===== src/rtl/cpu_pkg.sv =====
// Shared CPU definitions: opcode encodings, instruction field widths, fetch FSM states.
// Imported by the fetch sequencer, its interface and the testbench.
package cpu_pkg;

    localparam int OPC_W = 4;
    localparam int OPD_W = 4;

    localparam logic [OPC_W-1:0] OP_HALT  = 4'b0000;
    localparam logic [OPC_W-1:0] OP_ADD   = 4'b0001;
    localparam logic [OPC_W-1:0] OP_SUB   = 4'b0010;
    localparam logic [OPC_W-1:0] OP_LOAD  = 4'b0110;
    localparam logic [OPC_W-1:0] OP_STORE = 4'b0111;
    localparam logic [OPC_W-1:0] OP_JUMP  = 4'b1111;

    typedef enum logic [1:0] {
        ST_FETCH = 2'd0,
        ST_JTGT  = 2'd1,
        ST_ISSUE = 2'd2,
        ST_HALT  = 2'd3
    } fetch_state_e;

endpackage


===== src/rtl/instr_fetch_if.sv =====
// Fetch-unit bundle: instruction-memory req/ack port plus the opcode valid/ready port.
// master = fetch sequencer side, slave = memory/decoder side.
interface instr_fetch_if
    import cpu_pkg::*;
#(
    parameter int ADDR_W = 8
);
    logic              imem_req;
    logic [ADDR_W-1:0] imem_addr;
    logic              imem_ack;
    logic [7:0]        imem_rdata;
    logic [OPC_W-1:0]  opcode;
    logic [OPD_W-1:0]  operand;
    logic [ADDR_W-1:0] pc;
    logic              instr_valid;
    logic              instr_ready;
    logic              halted;

    modport master (
        output imem_req, imem_addr, opcode, operand, pc, instr_valid, halted,
        input  imem_ack, imem_rdata, instr_ready
    );

    modport slave (
        input  imem_req, imem_addr, opcode, operand, pc, instr_valid, halted,
        output imem_ack, imem_rdata, instr_ready
    );
endinterface


===== src/rtl/instr_fetch.sv =====
// Purpose: fetches instruction bytes, splits opcode/operand, resolves two-byte JUMPs; IFETCH_HALT_EN makes 4'b0000 a HALT.
// Latency: ack -> instr_valid next cycle; byte-1 ack of a JUMP -> byte-2 request next cycle; handshake -> next request next cycle.
// Backpressure: outputs held in ISSUE until instr_ready; no fetch overlaps ISSUE (one instruction in flight).
module instr_fetch
    import cpu_pkg::*;
#(
    parameter int                ADDR_W   = 8,
    parameter logic [ADDR_W-1:0] RESET_PC = '0
) (
    input  logic          clk,
    input  logic          rst_n,
    instr_fetch_if.master bus
);

    localparam logic [1:0] S_FETCH = ST_FETCH;
    localparam logic [1:0] S_JTGT  = ST_JTGT;
    localparam logic [1:0] S_ISSUE = ST_ISSUE;
`ifdef IFETCH_HALT_EN
    localparam logic [1:0] S_HALT  = ST_HALT;
`endif

    logic [$bits(fetch_state_e)-1:0] state;
    logic [ADDR_W-1:0]               fetch_pc;
    logic [ADDR_W-1:0]               jump_tgt;
    logic [ADDR_W-1:0]               next_pc;
    logic                            is_jump;
    logic                            ack_ok;
    logic                            issue_hs;

    // An ack only counts against a request we are actually holding.
    assign ack_ok   = bus.imem_req & bus.imem_ack;
    assign issue_hs = bus.instr_valid & bus.instr_ready;
    assign next_pc  = is_jump ? jump_tgt : fetch_pc;

    always_ff @(posedge clk or negedge rst_n) begin
        if (!rst_n) begin
            state           <= S_FETCH;
            fetch_pc        <= RESET_PC;
            jump_tgt        <= '0;
            is_jump         <= 1'b0;
            bus.imem_req    <= 1'b0;
            bus.imem_addr   <= RESET_PC;
            bus.opcode      <= '0;
            bus.operand     <= '0;
            bus.pc          <= RESET_PC;
            bus.instr_valid <= 1'b0;
        end else begin
            case (state)
                S_FETCH: begin
                    bus.imem_req <= 1'b1;
                    if (ack_ok) begin
                        bus.pc      <= fetch_pc;
                        bus.operand <= bus.imem_rdata[3:0];
                        bus.opcode  <= bus.imem_rdata[7:4];
                        if (bus.imem_rdata[7:4] == OP_JUMP) begin
                            // Target byte follows the opcode byte; wraps past the top address.
                            bus.imem_addr <= fetch_pc + ADDR_W'(1);
                            state         <= S_JTGT;
                        end else begin
                            fetch_pc        <= fetch_pc + ADDR_W'(1);
                            is_jump         <= 1'b0;
                            bus.imem_req    <= 1'b0;
                            bus.instr_valid <= 1'b1;
                            state           <= S_ISSUE;
                        end
                    end
                end
                S_JTGT: begin
                    if (ack_ok) begin
                        jump_tgt        <= ADDR_W'(bus.imem_rdata);
                        is_jump         <= 1'b1;
                        bus.imem_req    <= 1'b0;
                        bus.instr_valid <= 1'b1;
                        state           <= S_ISSUE;
                    end
                end
                S_ISSUE: begin
                    if (issue_hs) begin
                        bus.instr_valid <= 1'b0;
                        fetch_pc        <= next_pc;
                        bus.imem_addr   <= next_pc;
`ifdef IFETCH_HALT_EN
                        if (bus.opcode == OP_HALT) begin
                            state <= S_HALT;
                        end else
`endif
                        begin
                            bus.imem_req <= 1'b1;
                            state        <= S_FETCH;
                        end
                    end
                end
`ifdef IFETCH_HALT_EN
                S_HALT: state <= S_HALT;
`endif
                default: state <= S_FETCH;
            endcase
        end
    end

`ifdef IFETCH_HALT_EN
    always_ff @(posedge clk or negedge rst_n) begin
        if (!rst_n) begin
            bus.halted <= 1'b0;
        end else if (state == S_ISSUE && issue_hs && bus.opcode == OP_HALT) begin
            bus.halted <= 1'b1;
        end
    end
`else
    assign bus.halted = 1'b0;
`endif

endmodule

===== src/flat_wrapper.sv =====
// flat-port wrapper written by rule: the top's interface ports become plain ports
module instr_fetch_flat import cpu_pkg::*;
#(
    parameter int                ADDR_W   = 8,
    parameter logic [ADDR_W-1:0] RESET_PC = '0
)
  (clk, rst_n, bus_imem_req, bus_imem_addr, bus_opcode, bus_operand, bus_pc, bus_instr_valid, bus_halted, bus_imem_ack, bus_imem_rdata, bus_instr_ready);
  instr_fetch_if #(.ADDR_W(ADDR_W)) bus_i ();
  input  logic clk;
  input  logic rst_n;
  output wire logic [$bits(bus_i.imem_req)-1:0] bus_imem_req;
  output wire logic [$bits(bus_i.imem_addr)-1:0] bus_imem_addr;
  output wire logic [$bits(bus_i.opcode)-1:0] bus_opcode;
  output wire logic [$bits(bus_i.operand)-1:0] bus_operand;
  output wire logic [$bits(bus_i.pc)-1:0] bus_pc;
  output wire logic [$bits(bus_i.instr_valid)-1:0] bus_instr_valid;
  output wire logic [$bits(bus_i.halted)-1:0] bus_halted;
  input wire logic [$bits(bus_i.imem_ack)-1:0] bus_imem_ack;
  input wire logic [$bits(bus_i.imem_rdata)-1:0] bus_imem_rdata;
  input wire logic [$bits(bus_i.instr_ready)-1:0] bus_instr_ready;
  assign bus_imem_req = bus_i.imem_req;
  assign bus_imem_addr = bus_i.imem_addr;
  assign bus_opcode = bus_i.opcode;
  assign bus_operand = bus_i.operand;
  assign bus_pc = bus_i.pc;
  assign bus_instr_valid = bus_i.instr_valid;
  assign bus_halted = bus_i.halted;
  assign bus_i.imem_ack = bus_imem_ack;
  assign bus_i.imem_rdata = bus_imem_rdata;
  assign bus_i.instr_ready = bus_instr_ready;
  instr_fetch #(.ADDR_W(ADDR_W), .RESET_PC(RESET_PC)) u_core (.clk(clk), .rst_n(rst_n), .bus(bus_i));
endmodule

===== config.mk =====
export PLATFORM = sky130hd
export DESIGN_NAME = instr_fetch_flat
export DESIGN_NICKNAME = d
export VERILOG_FILES = /design/src/rtl/cpu_pkg.sv /design/src/rtl/instr_fetch_if.sv /design/src/rtl/instr_fetch.sv /design/src/flat_wrapper.sv
export SDC_FILE = /design/constraint.sdc
export NUM_CORES = 1
export LEC_CHECK = 0
export ABC_AREA = 1
export CORE_ASPECT_RATIO = 0.7
export CORE_MARGIN = 4
export CORE_UTILIZATION = 52
export CTS_BUF_LIST = sky130_fd_sc_hd__clkbuf_8 sky130_fd_sc_hd__clkbuf_16
export CTS_CLUSTER_SIZE = 8
export DETAILED_ROUTE_END_ITERATION = 7
export DONT_BUFFER_PORTS = 1
export PLACE_DENSITY = 0.73
export SLEW_MARGIN = 5
export SYNTH_ARGS = -nofsm -noshare
export SYNTH_HDL_FRONTEND = slang
export SYNTH_SLANG_ARGS = --single-unit

===== constraint.sdc =====
create_clock -name clk -period 1.95 [get_ports clk]
set_input_delay 0.39 -clock clk [delete_from_list [all_inputs] [get_ports clk]]
set_output_delay 0.39 -clock clk [all_outputs]
set_load 0.005 [all_outputs]

==> reports/metrics.csv, run 1 <==
metric;value;unit
design_area;2340;um2
rows;19;
met3_usage;5.14;%
final_hold_viol_count;0;
drtAntennaViolNets;0;
worstSetupStartpointType;register;
clockRootBuffer;clkbuf_8;
grt_first_pass_wirelength;7.64;mm
met1_usage;24.6;%
via_count;1664;
rr_startpoint;u_core.state[1];
grtUsageMet2;30.9;%
core;3950;um2
n_antenna_cell;0;
ios;39;
cts.sink_count;45;
post_dp_cell_area;2160;um2
grt_overflow;0;
reg2reg_depth;7;
die_h;61.7;um
syn_inst;265;
synth_nets;282;
drt_pass1_iterations;4;
hold_path_class;primary input to register;
final_common_cell;nand2_1;
synthDistinctLibCells;24;
synthArstFlopShare;100;%
min_period;1.70;ns
die_x;84.8;um
final_max_slew_viol_count;0;
multiInputGateArea;863;um2
yosysSeqAreaShare;52.5;%
setup_viol;0;
cp_slowest_cell;dfrtp_1;
path_clk_slew;0.08;ns
pre_cts_ws;0.232;ns
p_total;3.76;mW
dp_hpwl;3.31;mm
start_util;54.4;%
path_class;register to register;
mostFrequentLayoutCells;92 x nand2_1, 45 x dfrtp_1, 44 x o21ai_0, 26 x inv_1, 12 x nand3_1;
port_buffers;0;
crit_path_end_kind;register;
drt_iter0_drc;102;
grt_max_degree;46;
hp-start;bus_imem_rdata[0];
cts_max_level;2;
ys_warn_count;0;
max_freq;0.588;GHz
ys.flop_type;dfrtp_1;
drive_gt1_share;9.23;%
drc;0;
timing.final.crit_share;87.2;%
area_delta_synth_final;9.15;%
power.density;1600;nW/um2
nets;287;
cp_max_fo;11;
fin_skew;0.00558;ns
synth_area_per_cell;8.10;um2
seq_area;1130;um2
worstPathRequired;2.18;ns
n_fill_cell;379;
p_leak;1.20;nW
antenna_found_initial;0;
crit_path_start;u_core.state[1];
wirelength;4.47;mm
status;finished clean;
worstPathArrival;1.93;ns
path_cells;inv_1 > ha_1 > nand2_2 > o211ai_2 > nor2_2 > nand2_1 > o21ai_2;
final.setup.tns;0;ns
syn_area;2150;um2
wl_per_cell;13.8;um
synth_edf_count;0;
die_area;5230;um2
grt_use_total;18.5;%
clock_path_buffers;2;
clk_latency;0.29;ns
cts_inserted_buffers;5;
place.gp.congestion;0.859;
min_path_cells;2;
peakVddDrop;0.736;mV
cts_tree;done;
vias_per_cell;5.15;
rsz0062_at_grt;false;
grt_busiest_layer;met2;
reg2reg_slack;0.25;ns
ys_ff_latch;45;
cp_slowest_stage_delay;0.41;ns
setup_slack;0.249;ns
first_global_vias;1617;
cap_violations;0;
[state kept, by name, summed over array words and instances, names as in the netlist, 2 cells and up]
name                  flops
u_core.bus.operand        4
u_core.bus.opcode         4
u_core.jump_tgt           8
u_core.fetch_pc           8
u_core.state              2
u_core.bus.pc             8
u_core.bus.imem_addr      8
[critical path: cells and delay by family (launching register included)]
kind                       cells  cell delay (ns)
and+or+nand+nor                3             0.64
DFF                            1             0.41
adders and majority gates      1             0.27
AOI/OAI and AO/OA              2             0.21
buffers and inverters          1             0.10
[routing by layer]
| metal | wire length [um] | up-vias |
|---|---|---|
| li1 | - | 849 |
| met1 | 2140 | 770 |
| met2 | 2060 | 41 |
| met3 | 248 | 4 |
| met4 | 22 | 0 |
| met5 | 0 | - |
[logic make-up after synthesis]
family | count (synthesis) | synth area share, %
DFF | 45 | 52.5
adders and majority gates | 5 | 2.92
buffers and inverters | 36 | 7.40
and+or+nand+nor | 121 | 23.1
other | 1 | 0.175
AOI/OAI and AO/OA | 57 | 13.9
[Yosys cell counts (3+ instances only)]
| master | n | area [um2] |
|---|---|---|
| a21oi_1 | 4 | 20.0 |
| buf_2 | 3 | 15.0 |
| dfrtp_1 | 45 | 1130 |
| ha_1 | 5 | 62.6 |
| inv_1 | 26 | 97.6 |
| nand2_1 | 92 | 345 |
| nand2_2 | 4 | 25.0 |
| nand3_1 | 12 | 60.1 |
| nor2_1 | 8 | 30.0 |
| o21ai_0 | 44 | 220 |
| o21ai_1 | 6 | 30.0 |
[area by class of cell]
type / count / area share (%)
clock buffer: 5 / 2.94
clock inverter: 3 / 1.82
inverter: 28 / 4.65
multi-input combinational: 184 / 36.9
sequential: 45 / 48.1
tap: 52 / 2.78
timing repair buffer: 6 / 2.88
[timing repair]
action                                 4_1_cts  5_1_grt
gates resized for setup                      0        2
setup buffers                                0        3
endpoints found under the hold margin       45        0
setup endpoints to repair                    0        1
hold buffers                                 2        0
[through the flow]
| step | utilization [%] | cells | hold slack [ns] |
|---|---|---|---|
| global placement | 54.9 | 310 | 0.0960 |
| detailed placement | 54.9 | 310 | 0.0959 |
| floorplan | - | 265 | 0.0944 |
| finish | 59.4 | 323 | 0.253 |
| CTS | 58.6 | 320 | 0.248 |
| global route | 59.4 | 323 | 0.253 |
[power by group]
group | leakage, nW | total (mW) | internal (mW) | switching, mW
Clock | 0.0595 | 0.693 | 0.380 | 0.313
Sequential | 0.584 | 1.65 | 1.32 | 0.323
Combinational | 0.556 | 1.42 | 0.495 | 0.923
[worst paths after layout]
path	endpoint
setup / recovery	u_core.fetch_pc[2]
hold reg to reg	u_core.jump_tgt[3]
max in group asynchronous	u_core.fetch_pc[6]
hold / removal	u_core.jump_tgt[0]
min in group asynchronous	u_core.bus.imem_addr[4]
setup reg to reg	u_core.fetch_pc[2]
Note: power is estimated with default switching activity, not from simulation.
==> inputs of run 2 (changes only) <==
Settings changed: PLACE_DENSITY 0.73 to 0.7.
==> run 2 against run 1 <==
Die area unchanged. Total power decreased by 1.1%. Sequential power about the same. Global-route usage increased by 1.1 points. Core utilization decreased by 0.60 points. Via count increased by 0.36%. Final area decreased by 1.0%. Non-clock buffer count decreased by 3. Wire length decreased by 0.29%. Critical endpoint is now u_core.fetch_pc[5]. Largest power group unchanged. Highest routed layer unchanged.
==> reports/metrics.csv, run 2 (synthesis results as in run 1) <==
metric;value;unit;change
final.setup.tns;0;ns;unchanged
path_clk_slew;0.08;ns;about the same
cts.sink_count;45;;unchanged
die_x;84.8;um;unchanged
power.density;1600;nW/um2;about the same
drive_gt1_share;7.46;%;-1.8 points
p_total;3.72;mW;-1.1%
cap_violations;0;;unchanged
port_buffers;0;;unchanged
cp_max_fo;13;;+2
path_cells;inv_1 > ha_1 > inv_1 > a21oi_1 > o21ai_0 > nand2_1 > nand2_1 > nand2_1;;
grt_use_total;19.6;%;+1.1 points
rows;19;;unchanged
nets;284;;-1.0%
vias_per_cell;5.22;;+1.3%
setup_viol;0;;unchanged
area_delta_synth_final;8.05;%;
p_leak;1.19;nW;-0.66%
peakVddDrop;0.694;mV;-5.7%
final_common_cell;nand2_1;;
grt_max_degree;46;;unchanged
rsz0062_at_grt;false;;
drt_iter0_drc;74;;-27%
wirelength;4.46;mm;-0.29%
final_max_slew_viol_count;0;;unchanged
dp_hpwl;3.23;mm;-2.6%
cts_max_level;2;;unchanged
ios;39;;unchanged
cp_slowest_stage_delay;0.41;ns;about the same
max_freq;0.547;GHz;-7.0%
path_class;register to register;;
cts_tree;done;;
cts_inserted_buffers;5;;unchanged
place.gp.congestion;0.911;;+6.1%
grt_overflow;0;;unchanged
hold_path_class;primary input to register;;
timing.final.crit_share;93.7;%;+6.5 points
final_core_util;58.8;%;-0.60 points
worstSetupStartpointType;register;;
drtAntennaViolNets;0;;unchanged
holdWs;0.242;ns;-0.0112 ns
worstPathRequired;2.20;ns;+0.02 ns
crit_path_end_kind;register;;
fin_skew;0.00348;ns;-0.00210 ns
die_h;61.7;um;unchanged
clock_path_buffers;2;;unchanged
wl_per_cell;13.9;um;+0.64%
first_global_vias;1638;;+1.3%
core;3950;um2;unchanged
final_hold_viol_count;0;;unchanged
drc;0;;unchanged
die_area;5230;um2;unchanged
start_util;54.4;%;unchanged
setup_slack;0.122;ns;-0.127 ns
grt_first_pass_wirelength;7.84;mm;+2.6%
via_count;1670;;+0.36%
cpMostUsedCell;nand2_1;;
antenna_found_initial;0;;unchanged
pre_cts_ws;0.186;ns;-0.0457 ns
min_period;1.83;ns;+0.127 ns
worstPathArrival;2.08;ns;+0.15 ns
status;finished clean;;
n_antenna_cell;0;;unchanged
cp_slowest_cell;dfrtp_1;;
clk_latency;0.30;ns;about the same
drt_pass1_iterations;4;;unchanged
clockRootBuffer;clkbuf_8;;
mostFrequentLayoutCells;92 x nand2_1, 45 x dfrtp_1, 44 x o21ai_0, 27 x inv_1, 12 x nand3_1;;
==> run 2: repair_timing <==
item                                    in CTS  in global routing
hold buffers                                 2                  0
hold endpoints to repair                    45                  0
endpoints found under the setup margin       0                  1
buffers inserted                             0                  0
resized for setup                            0                  1
==> run 2: power breakdown <==
part | internal, mW | switching (mW) | leakage (nW)
Sequential | 1.32 | 0.311 | 0.584
Combinational | 0.450 | 0.924 | 0.548
Clock | 0.380 | 0.328 | 0.0595
==> run 2: stage by stage <==
step | instance area, um2 | std cells
2_1_floorplan | 2150 | 265
3_3_place_gp | 2160 | 310
3_5_place_dp | 2160 | 310
4_1_cts | 2310 | 320
5_1_grt | 2320 | 320
6_report | 2320 | 320
==> run 2: path summary, 6_finish.rpt <==
kind                                    start                 endpoint  slack (ns)  cells past startpoint
min in group asynchronous               rst_n  u_core.bus.imem_addr[4]        0.58                      2
max reg2reg                   u_core.state[0]       u_core.fetch_pc[5]        0.12                      8
max in group asynchronous               rst_n     u_core.bus.opcode[0]        1.16                      2
min                         bus_imem_rdata[4]       u_core.jump_tgt[4]        0.24                      2
min reg2reg                u_core.jump_tgt[0]       u_core.jump_tgt[0]        0.49                      2
max                           u_core.state[0]       u_core.fetch_pc[5]        0.12                      8
==> run 2: routing by layer <==
metal	vias to the layer above	track usage, %	wire [um]
met5	-	0	0
met4	0	11.1	110
met3	10	5.40	246
met2	32	31.7	1990
met1	779	24.7	2110
li1	849	-	-
==> run 2: area by class of cell <==
type | instances | area (um2)
fill | 392 | 1630
multi-input combinational | 184 | 866
inverter | 28 | 105
clock buffer | 5 | 68.8
tap | 52 | 65.1
sequential | 45 | 1130
clock inverter | 3 | 42.5
timing repair buffer | 3 | 45.0
==> run 2: worst max-delay path: cells and delay by family (launching register included) <==
family	cells	cell delay [ns]
buffers and inverters	2	0.42
flip-flops	1	0.41
AND/OR/NAND/NOR	3	0.25
adder cells (fa/ha/maj)	1	0.39
AO/OA/AOI/OAI	2	0.32
